<file path="src/rtl/link_protocol_if.sv">
// rtl/link_protocol_if.sv - UART byte-FIFO handshake between the link codec and the RX/TX FIFOs
interface link_protocol_if;
  logic       rd_uart;
  logic [7:0] r_data;
  logic       rx_empty;
  logic       wr_uart;
  logic [7:0] w_data;
  logic       tx_full;

  modport master (output rd_uart, wr_uart, w_data, input r_data, rx_empty, tx_full);
  modport slave  (input rd_uart, wr_uart, w_data, output r_data, rx_empty, tx_full);
endinterface

</file>
<file path="src/rtl/link_protocol.sv">
// rtl/link_protocol.sv - framed direction/seed/heartbeat codec over UART byte FIFOs
// Queues TX requests as pending flags, reassembles RX frames and tracks peer liveness.
module link_protocol #(
  parameter int COORD_W        = 5,
  parameter int HB_PERIOD      = 1_000_000,
  parameter int TIMEOUT_CYCLES = 5_000_000
) (
  input  logic               clk,
  input  logic               rst_n,
  input  logic               singleplayer,
  input  logic               dir_send,
  input  logic [2:0]         dir_in,
  input  logic               seed_send,
  input  logic [COORD_W-1:0] seed_x_in,
  input  logic [COORD_W-1:0] seed_y_in,
  output logic [2:0]         dir_out,
  output logic               dir_valid,
  output logic [COORD_W-1:0] seed_x_out,
  output logic [COORD_W-1:0] seed_y_out,
  output logic               seed_valid,
  output logic               link_up,
  output logic               proto_err,
  link_protocol_if.master    uart
);
  localparam int CW = $clog2(TIMEOUT_CYCLES + 1);
  localparam logic [2:0] DIR_NONE = 3'd0;

  typedef enum logic [1:0] {RX_HDR, RX_SX, RX_SY} rx_state_t;
  typedef enum logic [1:0] {TX_IDLE, TX_SX, TX_SY} tx_state_t;

  rx_state_t rx_state, rx_next;
  tx_state_t tx_state, tx_next;

  logic [CW-1:0]      rx_silent, tx_idle;
  logic [COORD_W-1:0] rx_x;
  logic               rx_take, rx_timeout, dir_hit, seed_hit, err_hit, x_latch;

  logic               seed_pend, dir_pend, hb_pend;
  logic [COORD_W-1:0] seed_px, seed_py, tx_x, tx_y;
  logic [2:0]         dir_pd;
  logic               tx_ok, issue, take_seed, take_dir, take_hb, hb_fire;
  logic [7:0]         issue_byte;

  // Header bits [5:3] carry nothing; kept visible so the unused bits are explicit.
  logic unused_hdr;
  assign unused_hdr = ^uart.r_data;

  assign rx_take    = !uart.rx_empty && !uart.rd_uart;
  assign rx_timeout = !rx_take && (rx_silent == CW'(TIMEOUT_CYCLES - 1));
  assign tx_ok      = !uart.tx_full && !uart.wr_uart;
  assign hb_fire    = !uart.wr_uart && (tx_idle == CW'(HB_PERIOD - 1));

  always_ff @(posedge clk or negedge rst_n) begin
    if (!rst_n) begin
      rx_state <= RX_HDR;
      tx_state <= TX_IDLE;
    end else if (singleplayer) begin
      rx_state <= RX_HDR;
      tx_state <= TX_IDLE;
    end else begin
      rx_state <= rx_next;
      tx_state <= tx_next;
    end
  end

  always_comb begin
    rx_next  = rx_state;
    dir_hit  = 1'b0;
    seed_hit = 1'b0;
    err_hit  = 1'b0;
    x_latch  = 1'b0;
    if (rx_take) begin
      case (rx_state)
        RX_HDR: begin
          case (uart.r_data[7:6])
            2'b00:   dir_hit = 1'b1;
            2'b01:   rx_next = RX_SX;
            2'b10:   ;
            default: err_hit = 1'b1;
          endcase
        end
        RX_SX: begin
          x_latch = 1'b1;
          rx_next = RX_SY;
        end
        RX_SY: begin
          seed_hit = 1'b1;
          rx_next  = RX_HDR;
        end
        default: rx_next = RX_HDR;
      endcase
    end else if (rx_timeout && rx_state != RX_HDR) begin
      // Peer went silent mid-seed: drop the partial frame.
      rx_next = RX_HDR;
      err_hit = 1'b1;
    end
  end

  always_comb begin
    tx_next    = tx_state;
    issue      = 1'b0;
    issue_byte = 8'h00;
    take_seed  = 1'b0;
    take_dir   = 1'b0;
    take_hb    = 1'b0;
    case (tx_state)
      TX_IDLE: begin
        if (tx_ok) begin
          if (seed_pend) begin
            issue      = 1'b1;
            issue_byte = 8'h40;
            take_seed  = 1'b1;
            tx_next    = TX_SX;
          end else if (dir_pend) begin
            issue      = 1'b1;
            issue_byte = 8'(dir_pd);
            take_dir   = 1'b1;
          end else if (hb_pend) begin
            issue      = 1'b1;
            issue_byte = 8'h80;
            take_hb    = 1'b1;
          end
        end
      end
      TX_SX: begin
        if (tx_ok) begin
          issue      = 1'b1;
          issue_byte = 8'(tx_x);
          tx_next    = TX_SY;
        end
      end
      TX_SY: begin
        if (tx_ok) begin
          issue      = 1'b1;
          issue_byte = 8'(tx_y);
          tx_next    = TX_IDLE;
        end
      end
      default: tx_next = TX_IDLE;
    endcase
  end

  always_ff @(posedge clk or negedge rst_n) begin
    if (!rst_n) begin
      uart.rd_uart <= 1'b0;
      dir_out      <= DIR_NONE;
      dir_valid    <= 1'b0;
      seed_x_out   <= '0;
      seed_y_out   <= '0;
      seed_valid   <= 1'b0;
      proto_err    <= 1'b0;
      link_up      <= 1'b0;
      rx_silent    <= '0;
      rx_x         <= '0;
    end else if (singleplayer) begin
      uart.rd_uart <= 1'b0;
      dir_out      <= DIR_NONE;
      dir_valid    <= 1'b0;
      seed_x_out   <= '0;
      seed_y_out   <= '0;
      seed_valid   <= 1'b0;
      proto_err    <= 1'b0;
      link_up      <= 1'b0;
      rx_silent    <= '0;
      rx_x         <= '0;
    end else begin
      uart.rd_uart <= rx_take;
      dir_valid    <= dir_hit;
      seed_valid   <= seed_hit;
      proto_err    <= err_hit;
      if (dir_hit) dir_out <= uart.r_data[2:0];
      if (x_latch) rx_x <= uart.r_data[COORD_W-1:0];
      if (seed_hit) begin
        seed_x_out <= rx_x;
        seed_y_out <= uart.r_data[COORD_W-1:0];
      end
      if (rx_take) begin
        rx_silent <= '0;
        link_up   <= 1'b1;
      end else if (rx_silent != CW'(TIMEOUT_CYCLES)) begin
        rx_silent <= rx_silent + 1'b1;
        if (rx_timeout) link_up <= 1'b0;
      end
    end
  end

  always_ff @(posedge clk or negedge rst_n) begin
    if (!rst_n) begin
      uart.wr_uart <= 1'b0;
      uart.w_data  <= 8'h00;
      seed_pend    <= 1'b0;
      dir_pend     <= 1'b0;
      hb_pend      <= 1'b0;
      seed_px      <= '0;
      seed_py      <= '0;
      dir_pd       <= DIR_NONE;
      tx_x         <= '0;
      tx_y         <= '0;
      tx_idle      <= '0;
    end else if (singleplayer) begin
      uart.wr_uart <= 1'b0;
      uart.w_data  <= 8'h00;
      seed_pend    <= 1'b0;
      dir_pend     <= 1'b0;
      hb_pend      <= 1'b0;
      seed_px      <= '0;
      seed_py      <= '0;
      dir_pd       <= DIR_NONE;
      tx_x         <= '0;
      tx_y         <= '0;
      tx_idle      <= '0;
    end else begin
      uart.wr_uart <= issue;
      if (issue) uart.w_data <= issue_byte;
      // A fresh request in the same cycle its flag is consumed queues a following message.
      if (seed_send) begin
        seed_pend <= 1'b1;
        seed_px   <= seed_x_in;
        seed_py   <= seed_y_in;
      end else if (take_seed) begin
        seed_pend <= 1'b0;
      end
      if (take_seed) begin
        tx_x <= seed_px;
        tx_y <= seed_py;
      end
      if (dir_send) begin
        dir_pend <= 1'b1;
        dir_pd   <= dir_in;
      end else if (take_dir) begin
        dir_pend <= 1'b0;
      end
      if (take_hb) hb_pend <= 1'b0;
      else if (hb_fire) hb_pend <= 1'b1;
      if (uart.wr_uart || hb_fire) tx_idle <= '0;
      else tx_idle <= tx_idle + 1'b1;
    end
  end
endmodule

</file>
<file path="src/flat_wrapper.sv">
// flat-port wrapper written by rule: the top's interface ports become plain ports
module link_protocol_flat 
#(
  parameter int COORD_W        = 5,
  parameter int HB_PERIOD      = 1_000_000,
  parameter int TIMEOUT_CYCLES = 5_000_000
)
  (clk, rst_n, singleplayer, dir_send, dir_in, seed_send, seed_x_in, seed_y_in, dir_out, dir_valid, seed_x_out, seed_y_out, seed_valid, link_up, proto_err, uart_rd_uart, uart_wr_uart, uart_w_data, uart_r_data, uart_rx_empty, uart_tx_full);
  link_protocol_if uart_i ();
  input  logic clk;
  input  logic rst_n;
  input  logic singleplayer;
  input  logic dir_send;
  input  logic [2:0] dir_in;
  input  logic seed_send;
  input  logic [COORD_W-1:0] seed_x_in;
  input  logic [COORD_W-1:0] seed_y_in;
  output logic [2:0] dir_out;
  output logic dir_valid;
  output logic [COORD_W-1:0] seed_x_out;
  output logic [COORD_W-1:0] seed_y_out;
  output logic seed_valid;
  output logic link_up;
  output logic proto_err;
  output wire logic [$bits(uart_i.rd_uart)-1:0] uart_rd_uart;
  output wire logic [$bits(uart_i.wr_uart)-1:0] uart_wr_uart;
  output wire logic [$bits(uart_i.w_data)-1:0] uart_w_data;
  input wire logic [$bits(uart_i.r_data)-1:0] uart_r_data;
  input wire logic [$bits(uart_i.rx_empty)-1:0] uart_rx_empty;
  input wire logic [$bits(uart_i.tx_full)-1:0] uart_tx_full;
  assign uart_rd_uart = uart_i.rd_uart;
  assign uart_wr_uart = uart_i.wr_uart;
  assign uart_w_data = uart_i.w_data;
  assign uart_i.r_data = uart_r_data;
  assign uart_i.rx_empty = uart_rx_empty;
  assign uart_i.tx_full = uart_tx_full;
  link_protocol #(.COORD_W(COORD_W), .HB_PERIOD(HB_PERIOD), .TIMEOUT_CYCLES(TIMEOUT_CYCLES)) u_core (.clk(clk), .rst_n(rst_n), .singleplayer(singleplayer), .dir_send(dir_send), .dir_in(dir_in), .seed_send(seed_send), .seed_x_in(seed_x_in), .seed_y_in(seed_y_in), .dir_out(dir_out), .dir_valid(dir_valid), .seed_x_out(seed_x_out), .seed_y_out(seed_y_out), .seed_valid(seed_valid), .link_up(link_up), .proto_err(proto_err), .uart(uart_i));
endmodule
</file>
<file path="config.mk">
export PLATFORM = sky130hd
export DESIGN_NAME = link_protocol_flat
export DESIGN_NICKNAME = d
export VERILOG_FILES = /design/src/rtl/link_protocol_if.sv /design/src/rtl/link_protocol.sv /design/src/flat_wrapper.sv
export SDC_FILE = /design/constraint.sdc
export NUM_CORES = 1
export LEC_CHECK = 0
export ABC_CLOCK_PERIOD_IN_PS = 3030
export BUFFER_PORTS_ARGS = -buffer_cell sky130_fd_sc_hd__buf_2
export CAP_MARGIN = 10
export CELL_PAD_IN_SITES_DETAIL_PLACEMENT = 2
export CELL_PAD_IN_SITES_GLOBAL_PLACEMENT = 2
export CORE_UTILIZATION = 40
export DETAILED_ROUTE_END_ITERATION = 8
export PLACE_DENSITY = 0.94
export SETUP_SLACK_MARGIN = 0.05
export SLEW_MARGIN = 20
export SYNTH_ARGS = -nofsm -noshare
export SYNTH_HDL_FRONTEND = slang
export SYNTH_SLANG_ARGS = --single-unit
</file>
<file path="constraint.sdc">
create_clock -name clk -period 3.03 [get_ports clk]
set_input_delay 0.7575 -clock clk [delete_from_list [all_inputs] [get_ports clk]]
set_output_delay 0.7575 -clock clk [all_outputs]
set_load 0.05 [all_outputs]
</file>
==> impl_results.md, run 1 <==
- Via count of the first global-routing pass: 4945
- Hold WC Path Type: in2async
- Clock tree from TritonCTS: yes
- Mean instance size in the synthesized netlist: 9.624 um2
- Half-perimeter wire length after detailed placement: 11360 um
- Number of top-level pins: 55
- Met2 layer wire length in the routed design: 8418 um
- Total power: 3.066 mW
- Destination of the worst register-to-register timing path: u_core.rx_silent[22]$_DFFE_PN0P_
- Area Growth Syn to Fin: 15.41%
- Crit-path slowest cell: sky130_fd_sc_hd__nor4_1
- Total wire length after detailed routing: 16280 um
- Number of setup buffers added after CTS: 0
- Total negative slack for setup checks: 0 ns
- Internal power component: 2.214 mW
- Number of enable-type register cells in the synthesized netlist: 0
- Area of the mapped netlist: 0.005034 mm2
- Leak Pwr: 2.595 nW
- DRC violation total after the first TritonRoute iteration: 214
- Post-synthesis cell type count: 47
- IO buf count: 52
- Clock network power share: 41.4%
- Combinational fraction of design power: 9.7%
- Total global-route track usage: 27.42%
- #FFs+latches synth: 107
- Post_cts resized: 0
- Count leader, synth: sky130_fd_sc_hd__dfrtp_1
- Routed via count divided by cell count: 5.742
- Category of the worst setup path capture point: flip-flop
- Switching Fraction: 27.80%
- Cells on worst reg2reg path: 5
- Final worst path period need: 2.541 ns
- Fill cell total of the finished layout: 1290
- Unrepaired setup endpoints after global routing: false
- Clock buffer count from CTS: 9
- Category of the most critical setup path: reg2reg
- Met1 Wirelength: 6617 um
- Horiz. Die Dim: 114.2 um
- Async SR Flop Fraction: 100.0%
- Initial standard-cell utilization of the core: 41.39%
- CP max FO: 6
- Number of buffers on the longest clock path: 2
- Final antenna diode count: 0
- Clock Latency Late Sink: 0.37 ns
- Wire length of the first global-routing pass: 26990 um
- Detail Route met3 WL: 653 um
- Portion of the post-synthesis area used by sequential elements: 53.19%
- Setup slack on the worst flop-to-flop path: 0.49 ns
- Crit path largest cell delay: 0.85 ns
- DR pass1 iterations: 6
- CP cell instances: ha_1, nand4_1, nor4_1, a31oi_1, a41o_1
- Net total in the final layout: 607
- Clock transition at the register clock pins on the worst setup and hold paths after CTS: 0.08 ns
- Worst Max-Slew Pin Slew: 0.9500 ns
- Vert. Die Dim: 114.2 um
- Top cells by count, synth: sky130_fd_sc_hd__dfrtp_1 (107), sky130_fd_sc_hd__nor2_1 (76), sky130_fd_sc_hd__nand2_1 (67), sky130_fd_sc_hd__a21oi_1 (40), sky130_fd_sc_hd__mux2i_1 (23)
- Post-route antenna net violation count: 0
- Fraction of final layout cells with drive strength greater than 1: 14.41%
- Maximum level of the CTS H-tree: 3
- Ranking of synthesized cells by area: sky130_fd_sc_hd__dfrtp_1 (53%), sky130_fd_sc_hd__nor2_1 (5.7%), sky130_fd_sc_hd__nand2_1 (5.0%)
- Post-detailed-route DRC marker count: 0
- Final worst-path cycle share: 83.85%
- Switching power total: 0.8524 mW
- Count of final setup violators: 0
- Number of rows in the core area: 40
- Max Cap Violations: 0
- Hold_buf cts: 0
- Maximum ir drop on the vdd rail: 0.4330 mV
- Core area: 0.01216 mm2
- Grt ovf: 0
- Pin count of the biggest net entering global routing: 64
- Count of pins over their slew limit: 0
- Area of the die: 0.01304 mm2
- Mapped Nets: 559
- Final setup skew: 0.01320 ns
- Root buffer selected by CTS: sky130_fd_sc_hd__clkbuf_16
- Avg WL per Cell: 21.88 um
- Weighted congestion at the end of routability-driven global placement: 0.7896
- Dominant register cell in the synthesized netlist: sky130_fd_sc_hd__dfrtp_1
- Syn. warnings: 0
- Gate family responsible for the most delay along the worst path: simple AND/OR/NAND/NOR gates
- Relative contribution of sequential cells to total power: 49.0%
- Highest achievable clock rate: 0.3936 GHz
- Total power per unit cell area: 527.8 mW/mm2
- Count of mapped cells out of synthesis: 523
- Uppermost layer routed: met4
- WP data arrival: 2.79 ns
- Area leader, netlist: sky130_fd_sc_hd__dfrtp_1
- Critical Path Start Type: flip-flop
- Final Hold Violating Endpoints: 0
- Worst EP required: 3.28 ns
- Area share of the leading cell type in the synthesized netlist: 53.19%
- Number of sinks on the clock net: 107
- Number of antenna violations at the first check in global routing: 0
- Run status: completed
- CP Buf/Inv Count: 0
- Via count: 4272
- Critical R2R Launch: u_core.rx_silent[1]$_DFFE_PN0P_
- Normalized max-slew margin: 36.67%
## stage by stage
step                worst slack (ns)  util [%]  hold WS, ns  instance area (um2)  instances
global placement              0.8428     45.14       0.5004                 5490        728
floorplan                      1.047         -       0.4619                 5034        523
global route                  0.3387     47.77       0.5587                 5809        744
detailed placement            0.6700     45.14       0.5211                 5490        728
CTS                           0.5655     47.77       0.5209                 5809        744
finish                        0.4893     47.77       0.5018                 5809        744
## worst register-to-register path, delay by kind of cell, from the launching register on
family / cells / cell delay [ns]
and+or+nand+nor: 2 / 1.16
DFF: 1 / 0.46
AOI/OAI and AO/OA: 2 / 0.53
adders and majority gates: 1 / 0.28
## registers in the layout, summed over array words and instances, names as in the netlist, 2 cells and up
name	count
u_core.tx_y	5
u_core.tx_state	2
u_core.dir_pd	3
u_core.tx_idle	23
u_core.uart.w_data	7
u_core.tx_x	5
u_core.seed_py	5
u_core.rx_silent	23
u_core.rx_state	2
u_core.seed_px	5
u_core.rx_x	5
u_core.dir_out	3
u_core.seed_x_out	5
u_core.seed_y_out	5
## layout by cell type, fill, tap and decap left out, types with 6 or more instances in the layout
cell type / instances
sky130_fd_sc_hd__xor2_1: 8
sky130_fd_sc_hd__nand3_1: 22
sky130_fd_sc_hd__nand4_1: 9
sky130_fd_sc_hd__nand2_1: 67
sky130_fd_sc_hd__dfrtp_1: 107
sky130_fd_sc_hd__o21ai_0: 16
sky130_fd_sc_hd__nor2_1: 76
sky130_fd_sc_hd__inv_1: 13
sky130_fd_sc_hd__ha_1: 8
sky130_fd_sc_hd__nor3_1: 17
sky130_fd_sc_hd__clkbuf_16: 9
sky130_fd_sc_hd__nor4b_1: 6
sky130_fd_sc_hd__nor4_1: 6
sky130_fd_sc_hd__xnor2_1: 15
sky130_fd_sc_hd__a21oi_1: 40
sky130_fd_sc_hd__mux2i_1: 23
sky130_fd_sc_hd__or3_1: 11
sky130_fd_sc_hd__buf_2: 51
## cell type report
class                      count  area (um2)  share of cell area, %
sequential                   107        2678                  46.09
multi-input combinational    383        2241                  38.57
timing repair buffer          57       312.8                  5.384
clock buffer                   9       225.2                  3.877
tap                          168       210.2                  3.618
clock inverter                 7       93.84                  1.615
inverter                      13       48.80                 0.8400
## cells by family (layout without fill, tap and decap cells)
kind of cell               count (synthesis)  after routing  share of synthesized area (%)
and+or+nand+nor                          242            242                          23.29
DFF                                      107            107                          53.19
buffers and inverters                     33             86                          2.560
AOI/OAI and AO/OA                         86             86                          10.32
xor gates and xnor gates                  23             23                          4.002
muxes                                     23             23                          4.574
adders and majority gates                  8              8                          1.989
other                                      1              1                        0.07450
## routing by layer
metal  vias up  track usage, %
met1      2204           31.94
met3        44           6.088
met5         -               0
met4         0           12.03
met2       105           48.40
li1       1919               -
## power groups by stage
stage          combinational [mW]  sequential [mW]  clock, mW
5_1_grt                     0.324             1.51       1.35
2_1_floorplan               0.130             1.56          0
4_1_cts                     0.302             1.50       1.30
3_3_place_gp                0.275             1.52          0
6_report                    0.297             1.50       1.27
3_5_place_dp                0.297             1.53          0
## worst max path at each step
stage | startpoint | end | slack (ns) | cells past startpoint
after floorplan | u_core.tx_idle[0]$_DFF_PN0_ | u_core.tx_idle[22]$_DFF_PN0_ | 1.05 | 6
after global placement | u_core.tx_idle[0]$_DFF_PN0_ | u_core.tx_idle[22]$_DFF_PN0_ | 0.84 | 5
after detailed placement | u_core.rx_silent[0]$_DFFE_PN0P_ | u_core.rx_silent[22]$_DFFE_PN0P_ | 0.67 | 5
after CTS | u_core.rx_silent[0]$_DFFE_PN0P_ | u_core.rx_silent[22]$_DFFE_PN0P_ | 0.57 | 5
after global routing | u_core.rx_silent[0]$_DFFE_PN0P_ | u_core.rx_silent[22]$_DFFE_PN0P_ | 0.34 | 5
final | u_core.rx_silent[1]$_DFFE_PN0P_ | u_core.rx_silent[22]$_DFFE_PN0P_ | 0.49 | 5
(Power assumes the default switching activity.)
==> inputs of run 2 (changes only) <==
- ABC_CLOCK_PERIOD_IN_PS: 3030 -> 2500
- CORE_UTILIZATION: 40 -> 37
- PLACE_DENSITY: 0.94 -> 0.88
- clock period: 3.03 -> 2.5 ns (I/O delays scaled with it)
==> impl_results.md, run 2 (synthesized netlist as in run 1, its figures left out) <==
- Run status: completed
- Post_cts resized: 0 (unchanged)
- Initial standard-cell utilization of the core: 38.01% (-3.4 points)
- Pre-CTS setup slack: 0.3332 ns (-0.3368 ns)
- Area occupied by multi-input gates: 0.002232 mm2 (-0.39%)
- Root buffer selected by CTS: sky130_fd_sc_hd__clkbuf_16
- Critical R2R Launch: u_core.tx_idle[0]$_DFF_PN0_
- Max Cap Violations: 0 (unchanged)
- Worst Max-Slew Pin Slew: 0.7005 ns (-0.2495 ns)
- Total negative slack for setup checks: 0 ns (unchanged)
- Cells on worst reg2reg path: 5 (unchanged)
- Total wire length after detailed routing: 14770 um (-9.3%)
- Gate family responsible for the most delay along the worst path: simple AND/OR/NAND/NOR gates
- Capture point of the worst path: u_core.tx_idle[22]$_DFF_PN0_
- Total power per unit cell area: 609.6 mW/mm2 (+16%)
- Avg WL per Cell: 19.45 um (-11%)
- CP cell instances: ha_1, nand2_1, or4_1, or4_1, a21oi_1
- Fill cell total of the finished layout: 1456 (+13%)
- Final Hold Violating Endpoints: 0 (unchanged)
- Number of rows in the core area: 42 (+5.0%)
- Destination of the worst register-to-register timing path: u_core.tx_idle[22]$_DFF_PN0_
- CP max FO: 10 (+4)
- Count of pins over their slew limit: 0 (unchanged)
- Via count of the first global-routing pass: 4778 (-3.4%)
- Worst EP required: 2.78 ns (-0.50 ns)
- Number of sinks on the clock net: 107 (unchanged)
- Clock tree from TritonCTS: yes
- Number of antenna violations at the first check in global routing: 0 (unchanged)
- Number of top-level pins: 55 (unchanged)
- DR pass1 iterations: 4 (-2)
- Source of the critical timing path: u_core.tx_idle[0]$_DFF_PN0_
- Maximum ir drop on the vdd rail: 0.2807 mV (-35%)
- Share of the core filled with cells in the final layout: 43.98% (-3.8 points)
- CP Buf/Inv Count: 0 (unchanged)
- Commonest non-fill, non-tap cells in the layout: sky130_fd_sc_hd__dfrtp_1 (107), sky130_fd_sc_hd__nor2_1 (76), sky130_fd_sc_hd__nand2_1 (67)
- Top flop regs: u_core.rx_silent: 23 flops, u_core.tx_idle: 23 flops, u_core.uart.w_data: 7 flops
- Crit path depth: 5 (unchanged)
- Final antenna diode count: 0 (unchanged)
- Category of the worst setup path capture point: flip-flop
- Routed via count divided by cell count: 5.536 (-3.6%)
- Vert. Die Dim: 118.6 um (+3.9%)
- Weighted congestion at the end of routability-driven global placement: 0.7901 (about the same)
- Wire length of the first global-routing pass: 24880 um (-7.8%)
- Number of buffers on the longest clock path: 2 (unchanged)
- Fin Hold WS: 0.3041 ns (-0.1978 ns)
- Count of final setup violators: 0 (unchanged)
- Final worst path period need: 2.213 ns (-0.3279 ns)
- Most prevalent standard cell on the critical path: sky130_fd_sc_hd__or4_1
- Category of the most critical setup path: reg2reg
- Fraction of final layout cells with drive strength greater than 1: 15.09% (+0.68 points)
- Hold WC Path Type: in2async
- Setup slack on the worst flop-to-flop path: 0.29 ns (-0.20 ns)
- Horiz. Die Dim: 118.6 um (+3.9%)
- Setup slack after layout: 0.2872 ns (-0.2021 ns)
- Net total in the final layout: 614 (+1.2%)
- Critical Path Start Type: flip-flop
- Pin count of the biggest net entering global routing: 108 (+69%)
- Via count: 4202 (-1.6%)
- Maximum level of the CTS H-tree: 3 (unchanged)
- IO buf count: 52 (unchanged)
- WP data arrival: 2.49 ns (-0.30 ns)
- Clock Latency Late Sink: 0.36 ns (about the same)
- Leak Pwr: 2.597 nW (about the same)
- Hold_buf cts: 0 (unchanged)
- Area taken by flip-flops and latches: 0.002678 mm2 (unchanged)
- Most common cell after layout, fill and taps aside: sky130_fd_sc_hd__dfrtp_1
- Half-perimeter wire length after detailed placement: 10330 um (-9.0%)
- Post-detailed-route DRC marker count: 0 (unchanged)
- Core area: 0.01324 mm2 (+8.9%)
- Area Growth Syn to Fin: 15.71%
- Crit path largest cell delay: 0.69 ns (-0.16 ns)
- Total power: 3.550 mW (+16%)
- DRC violation total after the first TritonRoute iteration: 153 (-29%)
- Grt ovf: 0 (unchanged)
- Area of the die: 0.01407 mm2 (+8.0%)
- Final worst-path cycle share: 88.51% (+4.7 points)
- Final setup skew: 0.01620 ns (+0.002997 ns)
- Unrepaired setup endpoints after global routing: false
- Clock transition at the register clock pins on the worst setup and hold paths after CTS: 0.08 ns (about the same)
- Clock buffer count from CTS: 9 (unchanged)
- Crit-path slowest cell: sky130_fd_sc_hd__or4_1
- Highest achievable clock rate: 0.4519 GHz (+15%)
- Total global-route track usage: 22.69% (-4.7 points)
- Number of setup buffers added after CTS: 0 (unchanged)
- Post-route antenna net violation count: 0 (unchanged)
- Normalized max-slew margin: 52.99% (+16 points)
==> run 2: report_power, final <==
group          switching [mW]  leakage [nW]  internal, mW
sequential             0.0426          1.47          1.77
clock                   0.663         0.127         0.712
combinational           0.255         0.998         0.104
==> run 2: how the worst min path moves through the flow <==
stage | from | end | slack (ns) | depth (start not counted)
6_report | rst_n | u_core.dir_pd[0]$_DFFE_PN0P_ | 0.30 | 2
5_1_grt | rst_n | u_core.dir_pd[0]$_DFFE_PN0P_ | 0.36 | 2
3_3_place_gp | u_core.rx_x[4]$_DFFE_PN0P_ | u_core.rx_x[4]$_DFFE_PN0P_ | 0.50 | 2
2_1_floorplan | rst_n | u_core.dir_out[0]$_DFFE_PN0P_ | 0.33 | 0
4_1_cts | rst_n | u_core.dir_pd[0]$_DFFE_PN0P_ | 0.36 | 2
3_5_place_dp | u_core.dir_out[0]$_DFFE_PN0P_ | u_core.dir_out[0]$_DFFE_PN0P_ | 0.51 | 2
==> run 2: per-stage QoR <==
stage / std cells / instance area, um2
floorplan: 523 / 5034
global placement: 743 / 5544
detailed placement: 743 / 5544
CTS: 759 / 5824
global route: 759 / 5824
finish: 759 / 5824
==> run 2: metal layers <==
| metal | track usage (%) | wire length [um] | share of wire [%] | up-vias |
|---|---|---|---|---|
| met5 | 0 | 0 | 0 | - |
| met3 | 4.681 | 465 | 3.1 | 30 |
| li1 | - | - | - | 1940 |
| met4 | 9.810 | 419 | 2.8 | 0 |
| met2 | 40.17 | 7634 | 52 | 68 |
| met1 | 26.43 | 6245 | 42 | 2164 |
==> run 2: cell type report <==
type                    count  share of cell area (%)
flip-flops and latches    107                   45.97
multi-input cells         383                   38.32
repair buffers             64                   6.273
clock buffers              12                   4.232
well taps                 176                   3.781
inverters                  13                  0.8378
clock inverters             4                  0.5800
==> inputs of run 3 (changes only) <==
- ABC_AREA: default -> 1
- CAP_MARGIN: 10 -> 25
- CORE_UTILIZATION: 37 -> 35
- PLACE_DENSITY: 0.88 -> 0.89
==> impl_results.md, run 3 <==
- Top flop regs: u_core.rx_silent: 23 flops, u_core.tx_idle: 23 flops, u_core.uart.w_data: 7 flops
- Routed via count divided by cell count: 5.473 (-1.1%)
- Portion of the post-synthesis area used by sequential elements: 50.76% (-2.4 points)
- Summed area of non-filler cells in the final layout: 0.006086 mm2 (+4.5%)
- Ranking of synthesized cells by area: sky130_fd_sc_hd__dfrtp_1 (51%), sky130_fd_sc_hd__nand2_1 (8.5%), sky130_fd_sc_hd__nor2_1 (7.5%)
- Core area: 0.01464 mm2 (+11%)
- Number of buffers on the longest clock path: 2 (unchanged)
- WP data arrival: 2.31 ns (-0.18 ns)
- Highest achievable clock rate: 0.4949 GHz (+9.5%)
- Unrepaired setup endpoints after global routing: false
- Number of antenna violations at the first check in global routing: 0 (unchanged)
- Via count: 5002 (+19%)
- Net total in the final layout: 761 (+24%)
- Run status: completed
- Via count of the first global-routing pass: 5850 (+22%)
- Placed inst area: 0.005786 mm2 (+4.4%)
- Maximum level of the CTS H-tree: 3 (unchanged)
- Final worst path period need: 2.021 ns (-0.1920 ns)
- Horiz. Die Dim: 124.8 um (+5.2%)
- Final Hold Violating Endpoints: 0 (unchanged)
- Number of enable-type register cells in the synthesized netlist: 0 (unchanged)
- Weighted congestion at the end of routability-driven global placement: 0.8354 (+5.7%)
- Total wire length after detailed routing: 19710 um (+33%)
- Maximum ir drop on the vdd rail: 0.3804 mV (+36%)
- Area share of the leading cell type in the synthesized netlist: 50.76% (-2.4 points)
- Hold_buf cts: 0 (unchanged)
- Post-detailed-route DRC marker count: 0 (unchanged)
- Worst Max-Slew Pin Slew: 0.6124 ns (-0.08809 ns)
- Category of the most critical setup path: reg2reg
- Fill cell total of the finished layout: 1656 (+14%)
- Dominant register cell in the synthesized netlist: sky130_fd_sc_hd__dfrtp_1
- Crit-path slowest cell: sky130_fd_sc_hd__nor2_1
- Final antenna diode count: 0 (unchanged)
- Share of the core filled with cells in the final layout: 41.56% (-2.4 points)
- Count of pins over their slew limit: 0 (unchanged)
- Fin Hold WS: 0.2616 ns (-0.04248 ns)
- Mean instance size in the synthesized netlist: 7.921 um2 (-18%)
- Vert. Die Dim: 124.8 um (+5.2%)
- Leak Pwr: 2.835 nW (+9.2%)
- Async SR Flop Fraction: 100.0% (unchanged)
- Count of mapped cells out of synthesis: 666 (+27%)
- Final setup skew: 0.01021 ns (-0.005985 ns)
- Clock Latency Late Sink: 0.36 ns (about the same)
- Normalized max-slew margin: 59.17% (+6.2 points)
- Category of the worst setup path capture point: flip-flop
- Clock buffer count from CTS: 9 (unchanged)
- Number of top-level pins: 55 (unchanged)
- Wire length of the first global-routing pass: 32330 um (+30%)
- DR pass1 iterations: 4 (unchanged)
- Area occupied by multi-input gates: 0.002157 mm2 (-3.4%)
- Number of setup buffers added after CTS: 0 (unchanged)
- Crit path largest cell delay: 0.45 ns (-0.24 ns)
- Total negative slack for setup checks: 0 ns (unchanged)
- #FFs+latches synth: 107 (unchanged)
- Clock transition at the register clock pins on the worst setup and hold paths after CTS: 0.07 ns (about the same)
- Initial standard-cell utilization of the core: 36.02% (-2.0 points)
- IO buf count: 52 (unchanged)
- Most common cell after layout, fill and taps aside: sky130_fd_sc_hd__nand2_1
- Avg WL per Cell: 21.56 um (+11%)
- Area leader, netlist: sky130_fd_sc_hd__dfrtp_1
- Worst EP required: 2.79 ns (about the same)
- Total power: 3.686 mW (+3.8%)
- Area of the mapped netlist: 0.005275 mm2 (+4.8%)
- Total global-route track usage: 26.86% (+4.2 points)
- Clock tree from TritonCTS: yes
- Max Cap Violations: 0 (unchanged)
- Final worst-path cycle share: 80.83% (-7.7 points)
- Pin count of the biggest net entering global routing: 46 (-57%)
- CP Buf/Inv Count: 2 (+2)
- Area of the die: 0.01557 mm2 (+11%)
- Count leader, synth: sky130_fd_sc_hd__nand2_1
- Mapped Nets: 702 (+26%)
- Post_cts resized: 0 (unchanged)
- Post-synthesis cell type count: 33 (-30%)
- Number of sinks on the clock net: 107 (unchanged)
- Root buffer selected by CTS: sky130_fd_sc_hd__clkbuf_16
- Fraction of final layout cells with drive strength greater than 1: 11.92% (-3.2 points)
- Grt ovf: 0 (unchanged)
- CP cell instances: inv_1, ha_1, inv_1, nor2_1, o21ai_2, nor2_1, nand2_1, nand2_1
- DRC violation total after the first TritonRoute iteration: 213 (+39%)
- Commonest non-fill, non-tap cells in the layout: sky130_fd_sc_hd__nand2_1 (119), sky130_fd_sc_hd__dfrtp_1 (107), sky130_fd_sc_hd__nor2_1 (105)
- CP max FO: 9 (-1)
- Count of final setup violators: 0 (unchanged)
- Total power per unit cell area: 605.7 mW/mm2 (-0.64%)
- Area Growth Syn to Fin: 15.37%
- Half-perimeter wire length after detailed placement: 12390 um (+20%)
- Syn. warnings: 0 (unchanged)
- Post-route antenna net violation count: 0 (unchanged)
- Top cells by count, synth: sky130_fd_sc_hd__nand2_1 (119), sky130_fd_sc_hd__dfrtp_1 (107), sky130_fd_sc_hd__nor2_1 (105), sky130_fd_sc_hd__inv_1 (98), sky130_fd_sc_hd__nand3_1 (78)
- Area taken by flip-flops and latches: 0.002678 mm2 (unchanged)
- Gate family responsible for the most delay along the worst path: simple AND/OR/NAND/NOR gates
- Critical Path Start Type: flip-flop
- Hold WC Path Type: in2async
- Number of rows in the core area: 44 (+4.8%)
run 3: cell types whose count changed after synthesis, sizes merged, moves of 8 or more:
cell / before / now
nor4b: 8 / 0
a21oi: 40 / 10
nand2: 67 / 119
nand3: 22 / 79
xnor2: 15 / 2
mux2i: 23 / 0
o22ai: 3 / 20
nor2: 76 / 109
inv: 13 / 99
o21ai: 17 / 48
or3: 11 / 0
run 3: worst paths after layout:
path	startpoint	end	slack (ns)	cells past startpoint
max	u_core.tx_state[1]$_DFFE_PN0P_	u_core.uart.w_data[3]$_DFFE_PN0P_	0.48	8
min	rst_n	u_core.rx_silent[10]$_DFFE_PN0P_	0.26	1
max reg2reg	u_core.tx_state[1]$_DFFE_PN0P_	u_core.uart.w_data[3]$_DFFE_PN0P_	0.48	8
min reg2reg	u_core.tx_idle[0]$_DFF_PN0_	u_core.tx_idle[0]$_DFF_PN0_	0.49	1
max in group asynchronous	rst_n	u_core.seed_py[2]$_DFFE_PN0P_	1.47	2
min in group clk	u_core.tx_idle[0]$_DFF_PN0_	u_core.tx_idle[0]$_DFF_PN0_	0.49	1
run 3: where the power goes:
| group | total (mW) | internal, mW | leakage [nW] | switching, mW |
|---|---|---|---|---|
| clock | 1.52 | 0.789 | 0.140 | 0.731 |
| sequential | 1.81 | 1.77 | 1.47 | 0.0332 |
| combinational | 0.360 | 0.0884 | 1.22 | 0.271 |
run 3: metal layers:
layer | up-vias | part of all wire (%) | wire length, um | global-route usage [%]
met5 | - | 0 | 0 | 0
met4 | 0 | 2.9 | 581 | 11.04
met3 | 46 | 3.0 | 585 | 4.296
met2 | 116 | 52 | 10290 | 48.05
met1 | 2586 | 42 | 8248 | 31.97
li1 | 2254 | - | - | -
run 3: cells by family after synthesis:
family	share of synthesized area (%)
and+or+nand+nor	27.82
other	0.07109
buffers and inverters	8.349
DFF	50.76
adders and majority gates	1.898
xor gates and xnor gates	2.491
AOI/OAI and AO/OA	8.610
run 3: metrics by stage:
stage | setup slack, ns | std cells
final | 0.4792 | 914
after floorplan | 0.7411 | 666
after global routing | 0.2967 | 914
after CTS | 0.4414 | 914
after global placement | 0.5643 | 898
after detailed placement | 0.4621 | 898
run 3: cell type report:
class | instances | share of cell area, %
multi-input cells | 446 | 35.44
repair buffers | 61 | 5.633
flip-flops and latches | 107 | 44.00
inverters | 100 | 6.209
clock inverters | 6 | 1.172
clock buffers | 10 | 3.762
well taps | 184 | 3.783
run 3: worst reg2reg max path: cells and delay by family (launching register included):
family                     cells  cell delay, ns
and+or+nand+nor                4            0.83
buffers and inverters          2            0.26
AOI/OAI and AO/OA              1            0.18
DFF                            1            0.42
adders and majority gates      1            0.27
